## src/rtl/opb_register_bank_ppc2simulink_if.sv

```systemverilog
// -----------------------------------------------------------------------------
// opb_register_bank_ppc2simulink_if
//
// Purpose : Groups the OPB slave-side transfer signals used by the register
//           bank. Bit numbering follows the IBM/OPB convention: bit 0 is MSB.
//
// Signals :
//   OPB_ABus    [0:31]  byte address from the master
//   OPB_BE      [0:3]   byte enables, BE[0] qualifies DBus[0:7]
//   OPB_DBus    [0:31]  write data from the master
//   OPB_RNW             1 = read, 0 = write
//   OPB_select          transfer request
//   OPB_seqAddr         sequential burst hint
//   Sl_DBus     [0:31]  slave read data (wired-OR, zero when idle)
//   Sl_xferAck          slave transfer acknowledge
//   Sl_errAck           slave error acknowledge
//   Sl_retry            slave retry request
//   Sl_toutSup          slave timeout suppress
//
// Modports: master (bus side driving requests), slave (register bank).
// -----------------------------------------------------------------------------
interface opb_register_bank_ppc2simulink_if;
  logic [0:31] OPB_ABus;
  logic [0:3]  OPB_BE;
  logic [0:31] OPB_DBus;
  logic        OPB_RNW;
  logic        OPB_select;
  logic        OPB_seqAddr;
  logic [0:31] Sl_DBus;
  logic        Sl_xferAck;
  logic        Sl_errAck;
  logic        Sl_retry;
  logic        Sl_toutSup;

  modport master (
    output OPB_ABus, OPB_BE, OPB_DBus, OPB_RNW, OPB_select, OPB_seqAddr,
    input  Sl_DBus, Sl_xferAck, Sl_errAck, Sl_retry, Sl_toutSup
  );

  modport slave (
    input  OPB_ABus, OPB_BE, OPB_DBus, OPB_RNW, OPB_select, OPB_seqAddr,
    output Sl_DBus, Sl_xferAck, Sl_errAck, Sl_retry, Sl_toutSup
  );
endinterface

```

## src/rtl/opb_register_bank_ppc2simulink.sv

```systemverilog
// -----------------------------------------------------------------------------
// opb_register_bank_ppc2simulink
//
// Purpose : OPB slave exposing NUM_REGS software-writable 32-bit control
//           registers to fabric logic running on the bus clock. Supports
//           byte-enable writes, readback and a per-register change strobe.
//
// Ports   :
//   OPB_Clk          bus and user clock
//   OPB_Rst_n        synchronous, active-low reset
//   opb              OPB slave interface (see opb_register_bank_ppc2simulink_if)
//   user_data_out_o  register i on bits [32*i+31:32*i]
//   user_strobe_o    1-cycle pulse when register i output changes by a write
//
// Configuration macro: REGBANK_SHADOW_EN
//   Defined   : writes land in shadow registers; a write to byte offset
//               NUM_REGS*4 (the commit register) copies all shadows to the
//               outputs on one edge. Reads return shadow values; the commit
//               register reads 0.
//   Undefined : writes update the outputs directly; offset NUM_REGS*4 behaves
//               like any other unpopulated word in the decoded window.
//
// Timing  : a hit in cycle n is acknowledged in cycle n+1. Write data and
//           byte enables are sampled in cycle n, so outputs and strobes are
//           visible in cycle n+1, together with the acknowledge.
// -----------------------------------------------------------------------------
module opb_register_bank_ppc2simulink #(
  parameter logic [31:0] C_BASEADDR   = 32'h01003600,
  parameter logic [31:0] C_HIGHADDR   = 32'h010036FF,
  parameter int          C_OPB_AWIDTH = 32,
  parameter int          C_OPB_DWIDTH = 32,
  parameter int          NUM_REGS     = 8,
  parameter logic [31:0] RESET_VALUE  = 32'h0
) (
  input  logic                               OPB_Clk,
  input  logic                               OPB_Rst_n,
  opb_register_bank_ppc2simulink_if.slave    opb,
  output logic [NUM_REGS*32-1:0]             user_data_out_o,
  output logic [NUM_REGS-1:0]                user_strobe_o
);

  // ---------------------------------------------------------------------------
  // Transfer FSM: IDLE accepts a request, ACK drives the acknowledge, GAP
  // swallows one cycle so a select that is still high is not acked twice.
  // ---------------------------------------------------------------------------
  typedef enum logic [1:0] {
    S_IDLE = 2'd0,
    S_ACK  = 2'd1,
    S_GAP  = 2'd2
  } state_e;

  state_e state_q, state_d;

  // Register storage
  logic [31:0]          reg_q    [NUM_REGS];
  logic [31:0]          reg_d    [NUM_REGS];
`ifdef REGBANK_SHADOW_EN
  logic [31:0]          shadow_q [NUM_REGS];
  logic [31:0]          shadow_d [NUM_REGS];
`endif
  logic [NUM_REGS-1:0]  strobe_q, strobe_d;
  logic [31:0]          rd_q, rd_d;

  // ---------------------------------------------------------------------------
  // Address decode. The OPB buses are MSB-first; copying them into [N-1:0]
  // vectors keeps the numeric value, so arithmetic works directly.
  // ---------------------------------------------------------------------------
  logic [C_OPB_AWIDTH-1:0] addr;
  logic [C_OPB_DWIDTH-1:0] wdata;
  logic [31:0]             offset;
  logic [31:0]             word_idx;
  logic                    hit;
  logic                    accept;

  assign addr     = opb.OPB_ABus;
  assign wdata    = opb.OPB_DBus;
  assign offset   = addr - C_BASEADDR;
  assign word_idx = offset >> 2;
  assign hit      = opb.OPB_select && (addr >= C_BASEADDR) && (addr <= C_HIGHADDR);
  // A new transfer is only taken from IDLE; ACK and GAP ignore the bus.
  assign accept   = (state_q == S_IDLE) && hit;

  // Byte-lane merge: BE[k] selects the k-th byte counted from the MSB.
  function automatic logic [31:0] lane_merge(input logic [31:0] old_val,
                                             input logic [31:0] new_val,
                                             input logic [0:3]  be);
    logic [31:0] res;
    res = old_val;
    for (int k = 0; k < 4; k++) begin
      if (be[k]) res[31-8*k -: 8] = new_val[31-8*k -: 8];
    end
    return res;
  endfunction

  // ---------------------------------------------------------------------------
  // FSM next state
  // ---------------------------------------------------------------------------
  always_comb begin
    // NOTE: every variable gets a default before any branch, so no path
    // leaves it unassigned and no latch is inferred.
    state_d = state_q;
    unique case (state_q)
      S_IDLE:  if (hit) state_d = S_ACK;
      // Sequential bursts return straight to IDLE for back-to-back beats.
      S_ACK:   state_d = opb.OPB_seqAddr ? S_IDLE : S_GAP;
      S_GAP:   state_d = S_IDLE;
      default: state_d = S_IDLE;
    endcase
  end

  // ---------------------------------------------------------------------------
  // Register write / readback datapath
  // ---------------------------------------------------------------------------
  always_comb begin
    reg_d    = reg_q;
`ifdef REGBANK_SHADOW_EN
    shadow_d = shadow_q;
`endif
    strobe_d = '0;
    rd_d     = rd_q;

    if (accept) begin
      if (opb.OPB_RNW) begin
        // Unpopulated words (including the commit register) read as zero.
        rd_d = '0;
        for (int i = 0; i < NUM_REGS; i++) begin
          if (word_idx == 32'(i)) begin
`ifdef REGBANK_SHADOW_EN
            rd_d = shadow_q[i];
`else
            rd_d = reg_q[i];
`endif
          end
        end
      end else begin
        for (int i = 0; i < NUM_REGS; i++) begin
          if (word_idx == 32'(i)) begin
`ifdef REGBANK_SHADOW_EN
            shadow_d[i] = lane_merge(shadow_q[i], wdata, opb.OPB_BE);
`else
            reg_d[i]    = lane_merge(reg_q[i], wdata, opb.OPB_BE);
            // Strobe only on a real change, so BE=0 or rewriting the same
            // value is silent.
            strobe_d[i] = (reg_d[i] != reg_q[i]);
`endif
          end
        end
`ifdef REGBANK_SHADOW_EN
        // Commit register: data is ignored, every shadow moves on this edge.
        if (word_idx == 32'(NUM_REGS)) begin
          for (int i = 0; i < NUM_REGS; i++) begin
            reg_d[i]    = shadow_q[i];
            strobe_d[i] = (shadow_q[i] != reg_q[i]);
          end
        end
`endif
      end
    end
  end

  // ---------------------------------------------------------------------------
  // State registers
  // ---------------------------------------------------------------------------
  always_ff @(posedge OPB_Clk) begin
    // NOTE: sequential state uses non-blocking assignments only, so every
    // flop samples the pre-edge value of its inputs regardless of order.
    if (!OPB_Rst_n) begin
      state_q  <= S_IDLE;
      strobe_q <= '0;
      rd_q     <= '0;
      // NOTE: the register array is a handful of flops, not a RAM, so it is
      // reset explicitly to give software a known starting value.
      for (int i = 0; i < NUM_REGS; i++) begin
        reg_q[i]    <= RESET_VALUE;
`ifdef REGBANK_SHADOW_EN
        shadow_q[i] <= RESET_VALUE;
`endif
      end
    end else begin
      state_q  <= state_d;
      strobe_q <= strobe_d;
      rd_q     <= rd_d;
      reg_q    <= reg_d;
`ifdef REGBANK_SHADOW_EN
      shadow_q <= shadow_d;
`endif
    end
  end

  // ---------------------------------------------------------------------------
  // Outputs. Reset is sampled synchronously for state, but the bus-facing
  // acknowledge, data and strobes are also masked while reset is low so an
  // in-flight transfer is aborted without an ack.
  // ---------------------------------------------------------------------------
  logic ack_active;
  assign ack_active = (state_q == S_ACK) && OPB_Rst_n;

  assign opb.Sl_xferAck = ack_active;
  assign opb.Sl_DBus    = ack_active ? rd_q : 32'h0;
  assign opb.Sl_errAck  = 1'b0;
  assign opb.Sl_retry   = 1'b0;
  assign opb.Sl_toutSup = 1'b0;

  assign user_strobe_o  = strobe_q & {NUM_REGS{OPB_Rst_n}};

  for (genvar g = 0; g < NUM_REGS; g++) begin : g_out
    assign user_data_out_o[32*g +: 32] = reg_q[g];
  end

endmodule

```

## src/flat_wrapper.sv

```systemverilog
// flat-port wrapper written by rule: the top's interface ports become plain ports
module opb_register_bank_ppc2simulink_flat 
#(
  parameter logic [31:0] C_BASEADDR   = 32'h01003600,
  parameter logic [31:0] C_HIGHADDR   = 32'h010036FF,
  parameter int          C_OPB_AWIDTH = 32,
  parameter int          C_OPB_DWIDTH = 32,
  parameter int          NUM_REGS     = 8,
  parameter logic [31:0] RESET_VALUE  = 32'h0
)
  (OPB_Clk, OPB_Rst_n, user_data_out_o, user_strobe_o, opb_OPB_ABus, opb_OPB_BE, opb_OPB_DBus, opb_OPB_RNW, opb_OPB_select, opb_OPB_seqAddr, opb_Sl_DBus, opb_Sl_xferAck, opb_Sl_errAck, opb_Sl_retry, opb_Sl_toutSup);
  opb_register_bank_ppc2simulink_if opb_i ();
  input  logic OPB_Clk;
  input  logic OPB_Rst_n;
  output logic [NUM_REGS*32-1:0] user_data_out_o;
  output logic [NUM_REGS-1:0] user_strobe_o;
  input wire logic [$bits(opb_i.OPB_ABus)-1:0] opb_OPB_ABus;
  input wire logic [$bits(opb_i.OPB_BE)-1:0] opb_OPB_BE;
  input wire logic [$bits(opb_i.OPB_DBus)-1:0] opb_OPB_DBus;
  input wire logic [$bits(opb_i.OPB_RNW)-1:0] opb_OPB_RNW;
  input wire logic [$bits(opb_i.OPB_select)-1:0] opb_OPB_select;
  input wire logic [$bits(opb_i.OPB_seqAddr)-1:0] opb_OPB_seqAddr;
  output wire logic [$bits(opb_i.Sl_DBus)-1:0] opb_Sl_DBus;
  output wire logic [$bits(opb_i.Sl_xferAck)-1:0] opb_Sl_xferAck;
  output wire logic [$bits(opb_i.Sl_errAck)-1:0] opb_Sl_errAck;
  output wire logic [$bits(opb_i.Sl_retry)-1:0] opb_Sl_retry;
  output wire logic [$bits(opb_i.Sl_toutSup)-1:0] opb_Sl_toutSup;
  assign opb_i.OPB_ABus = opb_OPB_ABus;
  assign opb_i.OPB_BE = opb_OPB_BE;
  assign opb_i.OPB_DBus = opb_OPB_DBus;
  assign opb_i.OPB_RNW = opb_OPB_RNW;
  assign opb_i.OPB_select = opb_OPB_select;
  assign opb_i.OPB_seqAddr = opb_OPB_seqAddr;
  assign opb_Sl_DBus = opb_i.Sl_DBus;
  assign opb_Sl_xferAck = opb_i.Sl_xferAck;
  assign opb_Sl_errAck = opb_i.Sl_errAck;
  assign opb_Sl_retry = opb_i.Sl_retry;
  assign opb_Sl_toutSup = opb_i.Sl_toutSup;
  opb_register_bank_ppc2simulink #(.C_BASEADDR(C_BASEADDR), .C_HIGHADDR(C_HIGHADDR), .C_OPB_AWIDTH(C_OPB_AWIDTH), .C_OPB_DWIDTH(C_OPB_DWIDTH), .NUM_REGS(NUM_REGS), .RESET_VALUE(RESET_VALUE)) u_core (.OPB_Clk(OPB_Clk), .OPB_Rst_n(OPB_Rst_n), .opb(opb_i), .user_data_out_o(user_data_out_o), .user_strobe_o(user_strobe_o));
endmodule
```

## config.mk

```make
export PLATFORM = sky130hd
export DESIGN_NAME = opb_register_bank_ppc2simulink_flat
export DESIGN_NICKNAME = d
export VERILOG_FILES = /design/src/rtl/opb_register_bank_ppc2simulink_if.sv /design/src/rtl/opb_register_bank_ppc2simulink.sv /design/src/flat_wrapper.sv
export SDC_FILE = /design/constraint.sdc
export NUM_CORES = 1
export LEC_CHECK = 0
export CELL_PAD_IN_SITES_DETAIL_PLACEMENT = 0
export CELL_PAD_IN_SITES_GLOBAL_PLACEMENT = 1
export CORE_MARGIN = 2
export CORE_UTILIZATION = 35
export CTS_CLUSTER_DIAMETER = 150
export DETAILED_ROUTE_END_ITERATION = 10
export PLACE_DENSITY = 0.77
export SYNTH_ARGS = -nofsm -noshare
export SYNTH_HDL_FRONTEND = slang
export SYNTH_SLANG_ARGS = --single-unit
```

## constraint.sdc

```tcl
create_clock -name OPB_Clk -period 2.8 [get_ports OPB_Clk]
set_input_delay 0.28 -clock OPB_Clk [delete_from_list [all_inputs] [get_ports OPB_Clk]]
set_output_delay 0.28 -clock OPB_Clk [all_outputs]
set_load 0.05 [all_outputs]
```

==> impl_metrics.toml, run 1 <==
[power_and_ir_drop]
power_density_nw_per_um2 = 420
irDropWorstVdd_mv = 0.338
p_leak_nw = 10.1
power_mw = 10.3

[routing]
drtPass1Iterations = 6
ant_nets = 0
num_vias = 16500
met3RoutedLength_mm = 6.28
initialDrtViolationCount = 1649
wl_mm = 75.1
top_layer = "met4"
m1WireLength_mm = 32.2
vias_per_cell = 5.57
drc = 0
dr_wl_met2_mm = 33.5
wl_per_cell_um = 25.3

[clock_tree]
numCtsBuffers = 36
cts_tree = "built"
clk_latency_ns = 0.57
clk_pin_slew_ns = 0.06
clock-sinks = 298
cts_max_path_buffers = 3
clock-root-buffer = "clkbuf_16"
htreeDepth = 2

[setup_path]
rrSetupSlack_ns = -0.19
worst_ep_required_time_ns = 3.22
critPathKind = "flop to flop"
cp_slowest_cell = "or4b_4"
cp_cell_sequence = "or4b_4 -> or4_4 -> buf_6 -> or4_4 -> or4_1 -> buf_6 -> mux2i_2 -> nor2_1"
r2r_cells = 8
r2r-start = "u_core.state_q[1]"
path_buf_inv = 2
startpoint_type = "flop"
worstPathMaxFanout = 8
slowest_delay_ns = 0.53
path_delay_family = "simple AND/OR/NAND/NOR gates"
r2r-end = "u_core.user_data_out_o[172]"
endpoint_kind = "flop"
crit_arrival_ns = 3.41

[synthesis]
synth-edff-count = 0
synth_cell_types = 68
synthArstFlopShare_pct = 0
yosysSeqAreaShare_pct = 35.2
synth_area_um2 = 16900
ys_ff_latch = 298
avgSynthCellArea_um2 = 9.08
syn-instance-count = 1867
yosysWarnings = 0
ys.flop_type = "dfxtp_1"

[finish]
drive_gt1_share_pct = 17.9
area_delta_synth_final_pct = 44.5
finalNetCount = 2398

[grt]
grt_pass1_wl_mm = 109
overflow = 0
grt_pass1_vias = 16200
antenna_found_initial = 4
grt_usage_pct = 29.0
grt_start_max_net_pins = 74

[die]
die_y_um = 224
row_count = 80
die_area_um2 = 50200
die_x_um = 224
initial_utilization_pct = 35.5
num_io_pins = 373
fp.coreArea_um2 = 47700

[sta]
post-route-worst-setup-slack_ns = -0.194
final.period_utilization_pct = 107
worstMarginPinSlew_ns = 0.805
setup_violations = 169
skew_ns = 0.0266
final_hold_viol_count = 0
fin_tns_setup_ns = -11.52
final.min_clock_period_ns = 2.99
slew_violations = 0
clock.fmax_ghz = 0.334
rsz0062_at_grt = "yes"
slew_headroom_pct = 45.6
hold_slack_ns = 0.158

[status]
violations = "setup timing"
status = "complete, but fails checks"

[worst_hold_path]
hold_end = "u_core.state_q[1]"
worstHoldPathCells = 3
hp-class = "input port to flop"
min_from = "OPB_Rst_n"

[placed_design]
pre_cts_ws_ns = -0.861
place.detailed.hpwl_mm = 57.0
gp_congestion = 0.968
portBuffers = 367

[run]
drv_cap = 0
## per-stage QoR
stage	instances	util [%]	cell area (um2)
floorplan	1869	-	17000
global placement	2896	47.8	22800
detailed placement	2896	47.8	22800
CTS	2970	51.0	24400
global route	2969	51.3	24500
finish	2970	51.3	24500
## cell families (layout without fill, tap and decap cells)
kind of cell    after synthesis  in the layout  share of synthesized area (%)
compound gates              221            221                           9.18
xor+xnor                    207            207                           10.7
fa+ha+maj                     1              1                         0.0738
buf+inv                     207            688                           4.76
flops                       298            298                           35.2
mux                         336            336                           22.9
other cells                   1              7                         0.0221
simple gates                596            597                           17.2
## flip-flops by register name, indices dropped and copies added, names as in the netlist
signal                  cells
u_core.state_q              2
u_core.rd_q                32
u_core.strobe_q             8
u_core.user_data_out_o    256
## worst min-delay path, cell delays in order
cell and delay (ns):
buf_4 0.20, nand2_1 0.13, nor3_1 0.05
## placed cells by master, fill, tap and decap left out, types with 32 or more instances in the layout
cell               n
clkdlybuf4s50_1  325
dfxtp_1          297
mux2i_1          283
nor2_1           198
buf_4            188
nand2_1          181
xnor2_1          114
xor2_1            93
and2_1            43
o21ai_0           43
buf_12            42
mux4_2            40
inv_1             39
clkbuf_16         38
nand4_1           32
## synth_stat cells (13+ instances only)
| cell type | n | share of area [%] |
|---|---|---|
| nor2b_1 | 14 | 0.52 |
| a21o_1 | 14 | 0.62 |
| inv_1 | 41 | 0.91 |
| nor3_1 | 23 | 0.68 |
| a221oi_1 | 13 | 0.67 |
| a21oi_1 | 27 | 0.80 |
| and2_1 | 43 | 1.6 |
| nand3_1 | 13 | 0.38 |
| clkbuf_1 | 143 | 3.2 |
| mux4_2 | 40 | 5.3 |
| xnor2_1 | 114 | 5.9 |
| nor4_1 | 21 | 0.78 |
| nand2_1 | 189 | 4.2 |
| xor2_1 | 93 | 4.8 |
| or4_1 | 15 | 0.66 |
| buf_1 | 17 | 0.38 |
| nand4_1 | 32 | 1.2 |
| nor2_1 | 200 | 4.4 |
| mux2i_1 | 288 | 17 |
| o22ai_1 | 15 | 0.55 |
| dfxtp_1 | 298 | 35 |
| o21ai_0 | 44 | 1.3 |
## final cells by class
type | instances | area [um2]
diodes | 4 | 10.0
clock buffers | 50 | 1070
clock inverters | 15 | 190
fillers | 4306 | 23200
inverters | 41 | 156
multi-input cells | 1365 | 10500
flip-flops and latches | 298 | 5970
well taps | 615 | 769
repair buffers | 582 | 5820
## power breakdown
| part | internal (mW) | switching, mW | leakage (nW) | total [mW] |
|---|---|---|---|---|
| sequential | 4.24 | 0.00000000247 | 2.40 | 4.24 |
| clock | 3.04 | 1.96 | 0.627 | 5.00 |
| combinational | 0.405 | 0.655 | 7.03 | 1.06 |
| total | 7.68 | 2.62 | 10.1 | 10.3 |
## worst max path at each step
stage / from / end / slack [ns] / depth (start not counted)
global route: u_core.state_q[1] / u_core.user_data_out_o[178] / -0.26 / 7
CTS: u_core.state_q[1] / u_core.user_data_out_o[183] / -0.16 / 8
floorplan: opb_OPB_ABus[9] / u_core.user_data_out_o[31] / -0.06 / 8
finish: u_core.state_q[1] / u_core.user_data_out_o[172] / -0.19 / 8
global placement: opb_OPB_ABus[16] / u_core.user_data_out_o[65] / -0.85 / 11
detailed placement: opb_OPB_ABus[16] / u_core.user_data_out_o[90] / -0.86 / 11
## per-layer routing
metal / vias to the layer above / GRT usage [%]
met5: - / 0
met3: 147 / 5.50
met4: 0 / 13.1
met2: 801 / 45.2
met1: 8098 / 38.9
li1: 7499 / -
## repair_timing
item,CTS,global route
cloned,2,0
setup buffers,7,2
hold buffers,0,0
resized for setup,43,37
setup endpoints to repair,262,263
pin swaps,9,16
Power figures use the tool's default switching activity.
==> inputs of run 2 (changes only) <==
CORE_ASPECT_RATIO = 1.5   (was default)
MAX_ROUTING_LAYER = met4   (was default)
==> run 2 against run 1 <==
Sequential share of layout area about the same. Combinational power about the same. Count of clock-buffer cells in the layout down 11. Maximum frequency up 1.2%. Largest power group unchanged. The run still ends with setup timing left. Via count up 0.39%. Routed wire length up 0.31%.
==> impl_metrics.toml, run 2 (synthesis gave the netlist of run 1 again) <==
[grt]
grt_pass1_vias = 16700
overflow = 0
grt_pass1_wl_mm = 109
antenna_found_initial = 2
grt_usage_pct = 29.9
grt_start_max_net_pins = 121

[worst_hold_path]
hold_end = "u_core.strobe_q[1]"
hp-class = "input port to flop"
worstHoldPathCells = 2
min_from = "OPB_Rst_n"

[die]
row_count = 98
die_area_um2 = 50200
fp.coreArea_um2 = 47700
die_x_um = 184
die_y_um = 274
num_io_pins = 373
initial_utilization_pct = 35.5

[routing]
vias_per_cell = 5.63
m1WireLength_mm = 28.9
top_layer = "met4"
wl_mm = 75.4
met3RoutedLength_mm = 3.91
drtPass1Iterations = 6
num_vias = 16600
wl_per_cell_um = 25.5
dr_wl_met2_mm = 37.7
drc = 0
initialDrtViolationCount = 1317
ant_nets = 0

[power_and_ir_drop]
power_density_nw_per_um2 = 403
irDropWorstVdd_mv = 0.373
p_leak_nw = 10.1

[clock_tree]
cts_tree = "built"
numCtsBuffers = 31
htreeDepth = 1
clk_latency_ns = 0.58
clock-sinks = 298
cts_max_path_buffers = 3
clock-root-buffer = "clkbuf_16"
clk_pin_slew_ns = 0.07

[sta]
setup_violations = 192
final.period_utilization_pct = 106
worstMarginPinSlew_ns = 0.815
post-route-worst-setup-slack_ns = -0.157
skew_ns = 0.0117
final_hold_viol_count = 0
fin_tns_setup_ns = -15.85
slew_violations = 0
final.min_clock_period_ns = 2.96
hold_slack_ns = 0.174
rsz0062_at_grt = "yes"
slew_headroom_pct = 45.0
clock.fmax_ghz = 0.338

[setup_path]
r2r_cells = 8
crit_arrival_ns = 3.41
rrSetupSlack_ns = -0.16
startpoint = "u_core.state_q[1]"
r2r-start = "u_core.state_q[1]"
worstPathMaxFanout = 13
startpoint_type = "flop"
endpoint_kind = "flop"
critPathKind = "flop to flop"
worst_ep_required_time_ns = 3.25
r2r-end = "u_core.user_data_out_o[174]"

[finish]
drive_gt1_share_pct = 18.1
finalNetCount = 2399
largest_reg_flops = 256
area_delta_synth_final_pct = 44.6
nFillCells = 4342
layout_common_cells = "clkdlybuf4s50_1 (320), dfxtp_1 (297), mux2i_1 (285), nor2_1 (198), buf_4 (193)"
design_area_um2 = 24500
final_common_cell = "clkdlybuf4s50_1"

[status]
violations = "setup timing"
status = "complete, but fails checks"

[run]
drv_cap = 0

[placed_design]
place.detailed.hpwl_mm = 58.2
gp_congestion = 0.943
post_dp_cell_area_um2 = 23000
portBuffers = 367
## run 2: worst max path at each step
stage / end / slack [ns]
after floorplan: u_core.user_data_out_o[31] / -0.06
after global placement: u_core.user_data_out_o[75] / -0.76
after detailed placement: u_core.user_data_out_o[79] / -0.75
after CTS: u_core.user_data_out_o[179] / -0.22
after global routing: u_core.user_data_out_o[228] / -0.23
final: u_core.user_data_out_o[174] / -0.16
## run 2: repair_timing
action / 4_1_cts / 5_1_grt
resized for setup: 33 / 30
buffers inserted: 5 / 4
cloned: 2 / 0
endpoints found under the setup margin: 208 / 233
hold buffers: 0 / 0
pin swaps: 1 / 5
## run 2: report_power, final
part           internal, mW  switching, mW
logic                 0.412          0.654
clock network          2.73           1.84
registers              4.24  0.00000000322
## run 2: cell type report
| type | count | area [um2] | share of cell area [%] |
|---|---|---|---|
| flip-flops and latches | 298 | 5970 | 24.4 |
| clock inverters | 18 | 248 | 1.01 |
| multi-input cells | 1364 | 10500 | 42.7 |
| inverters | 41 | 156 | 0.638 |
| repair buffers | 589 | 6040 | 24.7 |
| clock buffers | 39 | 866 | 3.53 |
| diodes | 2 | 5.00 | 0.0204 |
| well taps | 600 | 751 | 3.06 |
## run 2: routing by layer
metal | vias to the layer above | track usage, %
li1 | 7484 | -
met1 | 8153 | 33.8
met2 | 758 | 51.2
met3 | 215 | 2.93
met4 | 0 | 17.5
met5 | - | -
## run 2: per-stage QoR
step | total power [mW] | setup WS (ns) | utilization (%) | std cells
final | 9.88 | -0.157 | 51.4 | 2951
after global routing | 10.1 | -0.226 | 51.4 | 2951
after CTS | 9.90 | -0.219 | 51.1 | 2947
after detailed placement | 5.36 | -0.752 | 48.2 | 2883
after global placement | 5.36 | -0.755 | 48.2 | 2883
after floorplan | 4.89 | -0.0564 | - | 1869
## run 2: worst max-delay path: stages, from the launching register on
cell     delay [ns]
dfxtp_2        0.32
or4b_4         0.53
or4_4          0.44
or4_4          0.47
buf_12         0.17
or4_1          0.48
buf_6          0.17
mux2i_1        0.16
nor2_1         0.06
